--- config.mk ---
export PLATFORM = sky130hd
export DESIGN_NAME = frame_splitter
export DESIGN_NICKNAME = d
export VERILOG_FILES = /design/src/rtl/frame_splitter_pkg.sv /design/src/rtl/frame_splitter_edge_sync.sv /design/src/rtl/frame_splitter.sv
export SDC_FILE = /design/constraint.sdc
export NUM_CORES = 1
export LEC_CHECK = 0
export BUFFER_PORTS_ARGS = -buffer_cell sky130_fd_sc_hd__buf_2
export CAP_MARGIN = 30
export CORE_ASPECT_RATIO = 1.25
export CORE_MARGIN = 8
export CORE_UTILIZATION = 45
export CTS_CLUSTER_DIAMETER = 200
export DETAILED_ROUTE_END_ITERATION = 10
export PLACE_DENSITY_LB_ADDON = 0.15
export SETUP_SLACK_MARGIN = 0.4
export SYNTH_ARGS = -nofsm -noshare
export SYNTH_HDL_FRONTEND = slang
export SYNTH_HIERARCHICAL = 1
export SYNTH_SLANG_ARGS = --single-unit
--- constraint.sdc ---
create_clock -name clk -period 4.2 [get_ports clk]
set_input_delay 0.21 -clock clk [delete_from_list [all_inputs] [get_ports clk]]
set_output_delay 0.21 -clock clk [all_outputs]
set_load 0.01 [all_outputs]
--- src/rtl/frame_splitter_pkg.sv ---
// Shared defaults, routing type and helper functions for the frame splitter slice.
// Imported by the splitter top and reusable by neighbouring telemetry blocks.
package frame_splitter_pkg;

    localparam int unsigned DEF_DW       = 8;
    localparam int unsigned DEF_F_LEN    = 16;
    localparam int unsigned DEF_S_LEN    = 2;
    localparam int unsigned DEF_SYNC_STG = 2;
    localparam int unsigned DEF_ERR_W    = 8;

    typedef enum logic {
        ROUTE_FAST = 1'b0,
        ROUTE_SLOW = 1'b1
    } route_e;

    // Width of a counter covering 0..f_len+s_len-1 (never below 1 bit).
    function automatic int unsigned cnt_width(input int unsigned f_len, input int unsigned s_len);
        return (f_len + s_len > 1) ? $clog2(f_len + s_len) : 1;
    endfunction

    // Saturating increment of a w-bit value carried in 32 bits (w <= 32).
    function automatic logic [31:0] sat_inc(input logic [31:0] v, input int unsigned w);
        logic [31:0] max_v;
        max_v = (w >= 32) ? '1 : ((32'd1 << w) - 32'd1);
        return (v >= max_v) ? v : v + 32'd1;
    endfunction

endpackage

--- src/rtl/frame_splitter_edge_sync.sv ---
// Multi-stage synchroniser for an asynchronous strobe with a registered single-cycle
// edge pulse; RISE selects rising (1) or falling (0) edge detection.
module edge_sync #(
    parameter int unsigned SYNC_STG = 2,
    parameter bit          RISE     = 1'b1
) (
    input  logic clk,
    input  logic rst,
    input  logic sig,
    output logic pulse
);

    logic [SYNC_STG-1:0] sync;
    logic                newer;
    logic                older;

    assign newer = sync[SYNC_STG-2];
    assign older = sync[SYNC_STG-1];

    always_ff @(posedge clk) begin
        if (rst) begin
            sync  <= '0;
            pulse <= 1'b0;
        end else begin
            sync  <= {sync[SYNC_STG-2:0], sig};
            pulse <= RISE ? (newer & ~older) : (~newer & older);
        end
    end

endmodule

--- src/rtl/frame_splitter.sv ---
// Splits a strobed word stream into per-frame fast and slow groups, with word indices,
// frame resync, frame-done pulse and a saturating frame-error counter.
module frame_splitter
    import frame_splitter_pkg::*;
#(
    parameter int unsigned DW       = DEF_DW,
    parameter int unsigned F_LEN    = DEF_F_LEN,
    parameter int unsigned S_LEN    = DEF_S_LEN,
    parameter int unsigned SYNC_STG = DEF_SYNC_STG,
    parameter int unsigned ERR_W    = DEF_ERR_W
) (
    input  logic                                clk,
    input  logic                                rst,
    input  logic [DW-1:0]                       iData,
    input  logic                                strob,
    input  logic                                frmSync,
    output logic [DW-1:0]                       fData,
    output logic [cnt_width(F_LEN, S_LEN)-1:0]  fIdx,
    output logic                                fVal,
    output logic [DW-1:0]                       sData,
    output logic [cnt_width(F_LEN, S_LEN)-1:0]  sIdx,
    output logic                                sVal,
    output logic                                frmDone,
    output logic                                frmErr,
    output logic [ERR_W-1:0]                    errCnt
);

    localparam int unsigned   CW      = cnt_width(F_LEN, S_LEN);
    localparam logic [CW-1:0] LAST    = CW'(F_LEN + S_LEN - 1);
    localparam logic [CW-1:0] F_START = CW'(F_LEN);

    logic          word_edge;
    logic [CW-1:0] cnt;
    logic [CW-1:0] slot;
    logic          wrap_keep;
    route_e        route;

    edge_sync #(
        .SYNC_STG (SYNC_STG),
        .RISE     (1'b1)
    ) u_strob_sync (
        .clk   (clk),
        .rst   (rst),
        .sig   (strob),
        .pulse (word_edge)
    );

    // A resync normally makes the current word word 0, except on the last word of a
    // frame, which still completes that frame (the wrap lands on 0 anyway).
    always_comb begin
        wrap_keep = word_edge && (cnt == LAST);
        slot      = (frmSync && !wrap_keep) ? '0 : cnt;
        route     = (slot < F_START) ? ROUTE_FAST : ROUTE_SLOW;
    end

    always_ff @(posedge clk) begin
        if (rst) begin
            cnt     <= '0;
            fData   <= '0;
            fIdx    <= '0;
            fVal    <= 1'b0;
            sData   <= '0;
            sIdx    <= '0;
            sVal    <= 1'b0;
            frmDone <= 1'b0;
        end else begin
            fVal    <= 1'b0;
            sVal    <= 1'b0;
            frmDone <= 1'b0;
            if (word_edge) begin
                if (route == ROUTE_FAST) begin
                    fData <= iData;
                    fIdx  <= slot;
                    fVal  <= 1'b1;
                end else begin
                    sData <= iData;
                    sIdx  <= slot - F_START;
                    sVal  <= 1'b1;
                end
                if (slot == LAST) begin
                    cnt     <= '0;
                    frmDone <= 1'b1;
                end else begin
                    cnt <= slot + CW'(1);
                end
            end else if (frmSync) begin
                cnt <= '0;
            end
        end
    end

    // Error judged on the counter value before this cycle's resync or word.
    always_ff @(posedge clk) begin
        if (rst) begin
            frmErr <= 1'b0;
            errCnt <= '0;
        end else begin
            frmErr <= 1'b0;
            if (frmSync && (cnt != '0)) begin
                frmErr <= 1'b1;
                errCnt <= ERR_W'(sat_inc(32'(errCnt), ERR_W));
            end
        end
    end

endmodule

==> results of run 1 <==
-- cell type report --
| class | count | area (µm²) | share of cell area, % |
|---|---|---|---|
| Timing Repair Buffer | 49 | 245 | 10.6 |
| Tap cell | 56 | 70.1 | 3.03 |
| Clock inverter | 3 | 68.8 | 2.98 |
| Multi-Input combinational cell | 146 | 913 | 39.5 |
| Inverter | 6 | 22.5 | 0.975 |
| Clock buffer | 5 | 68.8 | 2.98 |
| Sequential cell | 46 | 921 | 39.9 |
-- where the power goes --
part	switching, mW	leakage, nW	internal [mW]
clock network	0.150	0.0683	0.238
registers	0.00437	0.372	0.440
logic	0.0225	0.513	0.0122
total	0.176	0.953	0.691
-- cells in the mapped netlist, drive strengths merged, types with 2 or more instances --
cell | count | area (µm²)
nand4 | 5 | 31.3
a21oi | 18 | 101
mux2 | 2 | 22.5
nor4 | 2 | 12.5
or3 | 2 | 12.5
and3 | 3 | 18.8
o31ai | 2 | 15.0
clkbuf | 9 | 35.0
inv | 6 | 22.5
mux2i | 13 | 130
o21a | 3 | 22.5
or4 | 4 | 30.0
nor2 | 17 | 63.8
nor3 | 4 | 20.0
nor2b | 5 | 31.3
nand3 | 13 | 65.1
ha | 3 | 37.5
nor3b | 4 | 35.0
buf | 5 | 55.1
and2 | 2 | 12.5
o21ai | 21 | 109
nand2 | 12 | 45.0
dfxtp | 46 | 921
-- worst min-delay path by stage --
stage,from,end,slack (ps),depth (start not counted)
floorplan,rst,u_strob_sync/pulse,280,1
global placement,u_strob_sync/sync[1],u_strob_sync/pulse,400,1
detailed placement,u_strob_sync/sync[1],u_strob_sync/pulse,400,1
CTS,strob,u_strob_sync/sync[0],130,2
global route,strob,u_strob_sync/sync[0],130,2
finish,strob,u_strob_sync/sync[0],130,2
-- cell usage in the layout, fill, tap and decap left out, types with 2 or more instances in the layout --
cell type / Yosys / final
buf_2: 1 / 49
nand3_1: 13 / 13
o31ai_1: 2 / 2
o21a_1: 3 / 3
nor4_1: 2 / 2
mux2_2: 2 / 2
or3_1: 2 / 2
o21ai_0: 19 / 19
dfxtp_1: 46 / 46
or4_1: 4 / 4
and2_1: 2 / 2
mux2i_1: 13 / 13
and3_1: 3 / 3
clkbuf_8: 0 / 5
nor2b_1: 5 / 5
nor3_1: 4 / 4
nand2_1: 12 / 12
inv_1: 6 / 6
ha_1: 3 / 3
nand4_1: 5 / 5
a21oi_1: 17 / 17
nor2_1: 17 / 17
nor3b_1: 3 / 3
bufinv_16: 0 / 2
-- state kept, by name, summed over array words and instances (netlist names) --
| name | flops |
|---|---|
| errCnt | 8 |
| fData | 8 |
| sData | 8 |
| cnt | 5 |
| fIdx | 5 |
| sIdx | 5 |
| u_strob_sync/sync | 2 |
| fVal | 1 |
| frmDone | 1 |
| frmErr | 1 |
| sVal | 1 |
| u_strob_sync/pulse | 1 |
-- cell families (layout without fill, tap and decap cells) --
logic type,after synthesis,count (layout),synth area share (%)
AO/OA/AOI/OAI,51,51,15.9
adder cells (fa/ha/maj),3,3,1.93
buffers and inverters,20,63,5.78
flip-flops,46,46,47.3
multiplexers,15,15,7.84
AND/OR/NAND/NOR,77,77,21.3
-- per-layer routing --
metal | routed length [µm] | track usage [%] | share of wire [%] | vias up
met4 | 92 | 8.39 | 2.1 | 0
li1 | - | - | - | 840
met1 | 1940 | 15.7 | 44 | 730
met5 | 0 | 0 | 0 | -
met3 | 241 | 3.37 | 5.5 | 9
met2 | 2120 | 23.3 | 48 | 44
-- stage by stage --
step	instances	setup WS, ps
global route	311	1760
detailed placement	303	1910
CTS	311	1900
finish	311	1900
floorplan	212	2060
global placement	303	1930
==> results.ini, run 1 <==
[outcome]
outcome = finished clean

[sta]
rsz0062_at_grt = no
period_minus_slack_ps = 2300
slew_violations = 0
finalSetupViolCount = 0
fin_skew_ps = 11.9
fin_setup_tns_ps = 0
hold_viol_final = 0
worst_pin_slew_ps = 752
min_period_over_period_pct = 54.9
max_freq_mhz = 434
whs_ps = 131
slew_headroom_pct = 49.9

[setup_path]
crit_chain = or4b_4 -> o21ai_0 -> and2_1 -> ha_1 -> and3_1 -> nor4_1 -> a211o_1
cp.depth = 7
crit_start = cnt[3]
crit_family = simple AND/OR/NAND/NOR gates
path_max_fanout = 10
crit_type = register to register
timing.rr.end = cnt[4]
crit_path_start_kind = register
worst_path_max_delay_cell = or4b_4
crit_path_end = cnt[4]
r2r_setup_slack_ps = 1900
cp.arrival_ps = 2510
rr_startpoint = cnt[3]
cp-end-kind = register
required_ps = 4400
crit_path_max_incr_delay_ps = 590
reg2reg_depth = 7
path_buf_inv = 0

[route]
drt_pass1_iterations = 4
drtIter0Drc = 108
wire_per_inst_um = 14.1
drc_errors = 0
ant_nets = 0
vias_per_cell = 5.22
routed_wl_um = 4390
route.vias.total = 1623

[finish]
nFillCells = 392
drive_above_1_share_pct = 25.5
area_growth_pct = 18.6
fin_nets = 269
fin_util_pct = 55.9
antenna_cells = 0
fin_area_um2 = 2310

[logic_synthesis]
synth_ff_type = dfxtp_1
yosysUniqueCellTypes = 42
synth-async-reset-ratio_pct = 0
synthCells = 212
ys_warn_count = 6
ys_seq_area_share_pct = 47.3
syn_nets = 227
syn-cell-area_um2 = 1950
ys_seq_elements = 46
avgSynthCellArea_um2 = 9.18
synth-edff-count = 0

[clock_network]
clk_transition_reported_paths_ps = 90
hold_buffers = 0
cts_htree_levels = 2
clockBufferDepth = 2
cts_made_buffers = 5
cts_num_sinks = 46
cts_tree = built
cts_setup_buffers = 0
clock_latency_ps = 300
cts_resized = 0
root_buffer = clkbuf_8

[grt]
grt_pass1_wl_um = 7310
antenna_found_initial = 0
grt_use_total_pct = 14.0
grt_max_degree = 42
grt-ovfl-total = 0
grt_pass1_vias = 1599

[die]
die_y_um = 89.5
pin_count = 50
core_um2 = 4130
start_util_pct = 47.1
dieWidth_um = 74.8
std_cell_rows = 26
dieArea_um2 = 6700

[placement]
dp_hpwl_um = 3160
place.gp.congestion = 0.903
numPortBuffers = 49
placed_cell_area_um2 = 2170

[worst_hold_path]
min_path_type = input port to register

[flow_run]
max_cap_viol_count = 0

[pwr]
power.leakage_nw = 0.953
totalPowerFinal_mw = 0.867
powerDensity_nw_per_um2 = 376
ir_worst_vdd_mv = 0.223

Note: power is estimated with default switching activity, not from simulation.
==> run 2: changes to the inputs <==
==> constraint.sdc (replaced) <==
create_clock -name clk -period 1.9 [get_ports clk]
set_input_delay 0.095 -clock clk [delete_from_list [all_inputs] [get_ports clk]]
set_output_delay 0.095 -clock clk [all_outputs]
set_load 0.01 [all_outputs]
==> results.ini, run 2 (synthesis gave the netlist of run 1 again) <==
[finish]
fin_nets = 290  ; +7.8%
layout_commonest_cell = buf_2
antenna_cells = 0  ; unchanged
layout_common_cells = buf_2 (49), dfxtp_1 (46), nor2_1 (17), a21oi_1 (17), buf_4 (15)
area_growth_pct = 31.1
layout.cells.non_filler = 332  ; +6.8%
reg_top3 = errCnt x8, fData x8, sData x8
drive_above_1_share_pct = 34.1  ; +8.6 points

[sta]
worst_pin_slew_ps = 453  ; -298 ps
max_freq_mhz = 517  ; +19%
fin_skew_ps = 7.00  ; -4.95 ps
rsz0062_at_grt = yes
finalSetupViolCount = 1  ; +1
period_minus_slack_ps = 1940  ; -369 ps
hold_viol_final = 0  ; unchanged
slew_violations = 0  ; unchanged
min_period_over_period_pct = 102  ; +47 points
fin_setup_tns_ps = -35.5  ; -35.5 ps
whs_ps = 48.1  ; -83.1 ps
slew_headroom_pct = 69.0  ; +19 points
postLayoutSetupSlackWorst_ps = -35.5  ; -1930 ps

[placement]
place.gp.congestion = 0.880  ; -2.5%
dp_hpwl_um = 3410  ; +7.9%
place_ws_ps = 4.75  ; -1910 ps
dp_cells = 317  ; +4.6%
numPortBuffers = 49  ; unchanged

[clock_network]
clock_latency_ps = 300  ; about the same
clk_transition_reported_paths_ps = 90  ; about the same
cts_htree_levels = 2  ; unchanged
cts_made_buffers = 5  ; unchanged
cts_num_sinks = 46  ; unchanged
root_buffer = clkbuf_8
clockBufferDepth = 2  ; unchanged
cts_tree = built

[grt]
grt_max_degree = 41  ; -2.4%
grt_pass1_vias = 1661  ; +3.9%
grt-ovfl-total = 0  ; unchanged
grt_use_total_pct = 15.1  ; +1.1 points
grt_pass1_wl_um = 7820  ; +7.0%
antenna_found_initial = 0  ; unchanged

[pwr]
powerDensity_nw_per_um2 = 698  ; +86%
power.leakage_nw = 1.06  ; +11%
ir_worst_vdd_mv = 0.487  ; +120%

[route]
vias_per_cell = 5.34  ; +2.3%
route.vias.total = 1772  ; +9.2%
drc_errors = 0  ; unchanged
drt_pass1_iterations = 4  ; unchanged
drtIter0Drc = 94  ; -13%
ant_nets = 0  ; unchanged
wire_per_inst_um = 15.0  ; +6.5%
routed_wl_um = 4990  ; +14%

[die]
die_y_um = 89.5  ; unchanged
core_um2 = 4130  ; unchanged
std_cell_rows = 26  ; unchanged
dieArea_um2 = 6700  ; unchanged
pin_count = 50  ; unchanged
dieWidth_um = 74.8  ; unchanged
start_util_pct = 47.1  ; unchanged

[setup_path]
crit_start = cnt[3]
crit_path_start_kind = register
path_max_fanout = 3  ; -7
cp.arrival_ps = 2120  ; -390 ps
required_ps = 2080  ; -2320 ps
rr_startpoint = cnt[3]
crit_type = register to register
cp-end-kind = register

[worst_hold_path]
min_path_type = input port to register
holdCritStartpoint = iData[0]

[outcome]
violations = setup timing
outcome = finished with violations

[flow_run]
max_cap_viol_count = 0  ; unchanged

[run 2: cell types whose count changed in the layout (fill, tap and decap cells not counted), sizes merged]
cell / before / now
clkinv: 1 / 0
buf: 49 / 69
clkbuf: 5 / 6
dlygate4sd3: 0 / 1
bufinv: 2 / 1
clkinvlp: 0 / 1
[run 2: final cells by class]
| type | instances | area, µm² |
|---|---|---|
| clock buffer | 6 | 72.6 |
| multi-input combinational | 146 | 980 |
| sequential | 46 | 921 |
| clock inverter | 2 | 37.5 |
| inverter | 6 | 22.5 |
| timing repair buffer | 70 | 449 |
| tap | 56 | 70.1 |
| fill | 377 | 1580 |
[run 2: metal layers]
layer / global-route usage (%) / share of wire [%]
met1: 17.2 / 40
met2: 25.2 / 50
met3: 4.04 / 6.1
met4: 7.50 / 3.1
met5: 0 / 0
[run 2: worst paths after layout]
path                            cells past startpoint  slack, ps            endpoint
worst max-delay path                                7        -40              cnt[4]
worst min-delay path                                3         50            sData[0]
worst max register to register                      7        -40              cnt[4]
worst min register to register                      1        410  u_strob_sync/pulse
[run 2: metrics by stage]
| step | total power [mW] | area, µm² | utilization [%] |
|---|---|---|---|
| floorplan | 1.06 | 2000 | - |
| global placement | 1.09 | 2330 | 56.4 |
| detailed placement | 1.10 | 2330 | 56.4 |
| CTS | 1.80 | 2530 | 61.2 |
| global route | 1.85 | 2550 | 61.8 |
| finish | 1.78 | 2550 | 61.8 |
[run 2: worst max-delay path, stage by stage (launching register included)]
cell     delay, ps
dfxtp_1        320
or4b_4         560
o21ai_4        150
and2_4         190
ha_4           140
and3_4         180
nor4_1          50
a211o_1        240
[run 2: timing repair]
action / in CTS / in global routing
cloned: 2 / 0
hold buffers: 1 / 0
buffers inserted: 3 / 1
pin swaps: 3 / 1
endpoints found under the hold margin: 1 / 0
endpoints found under the setup margin: 43 / 43
gates resized for setup: 7 / 3
[run 2: power by group]
group | switching [mW] | internal (mW)
clock | 0.312 | 0.392
combinational | 0.0609 | 0.0388
sequential | 0.00482 | 0.974
total | 0.377 | 1.40
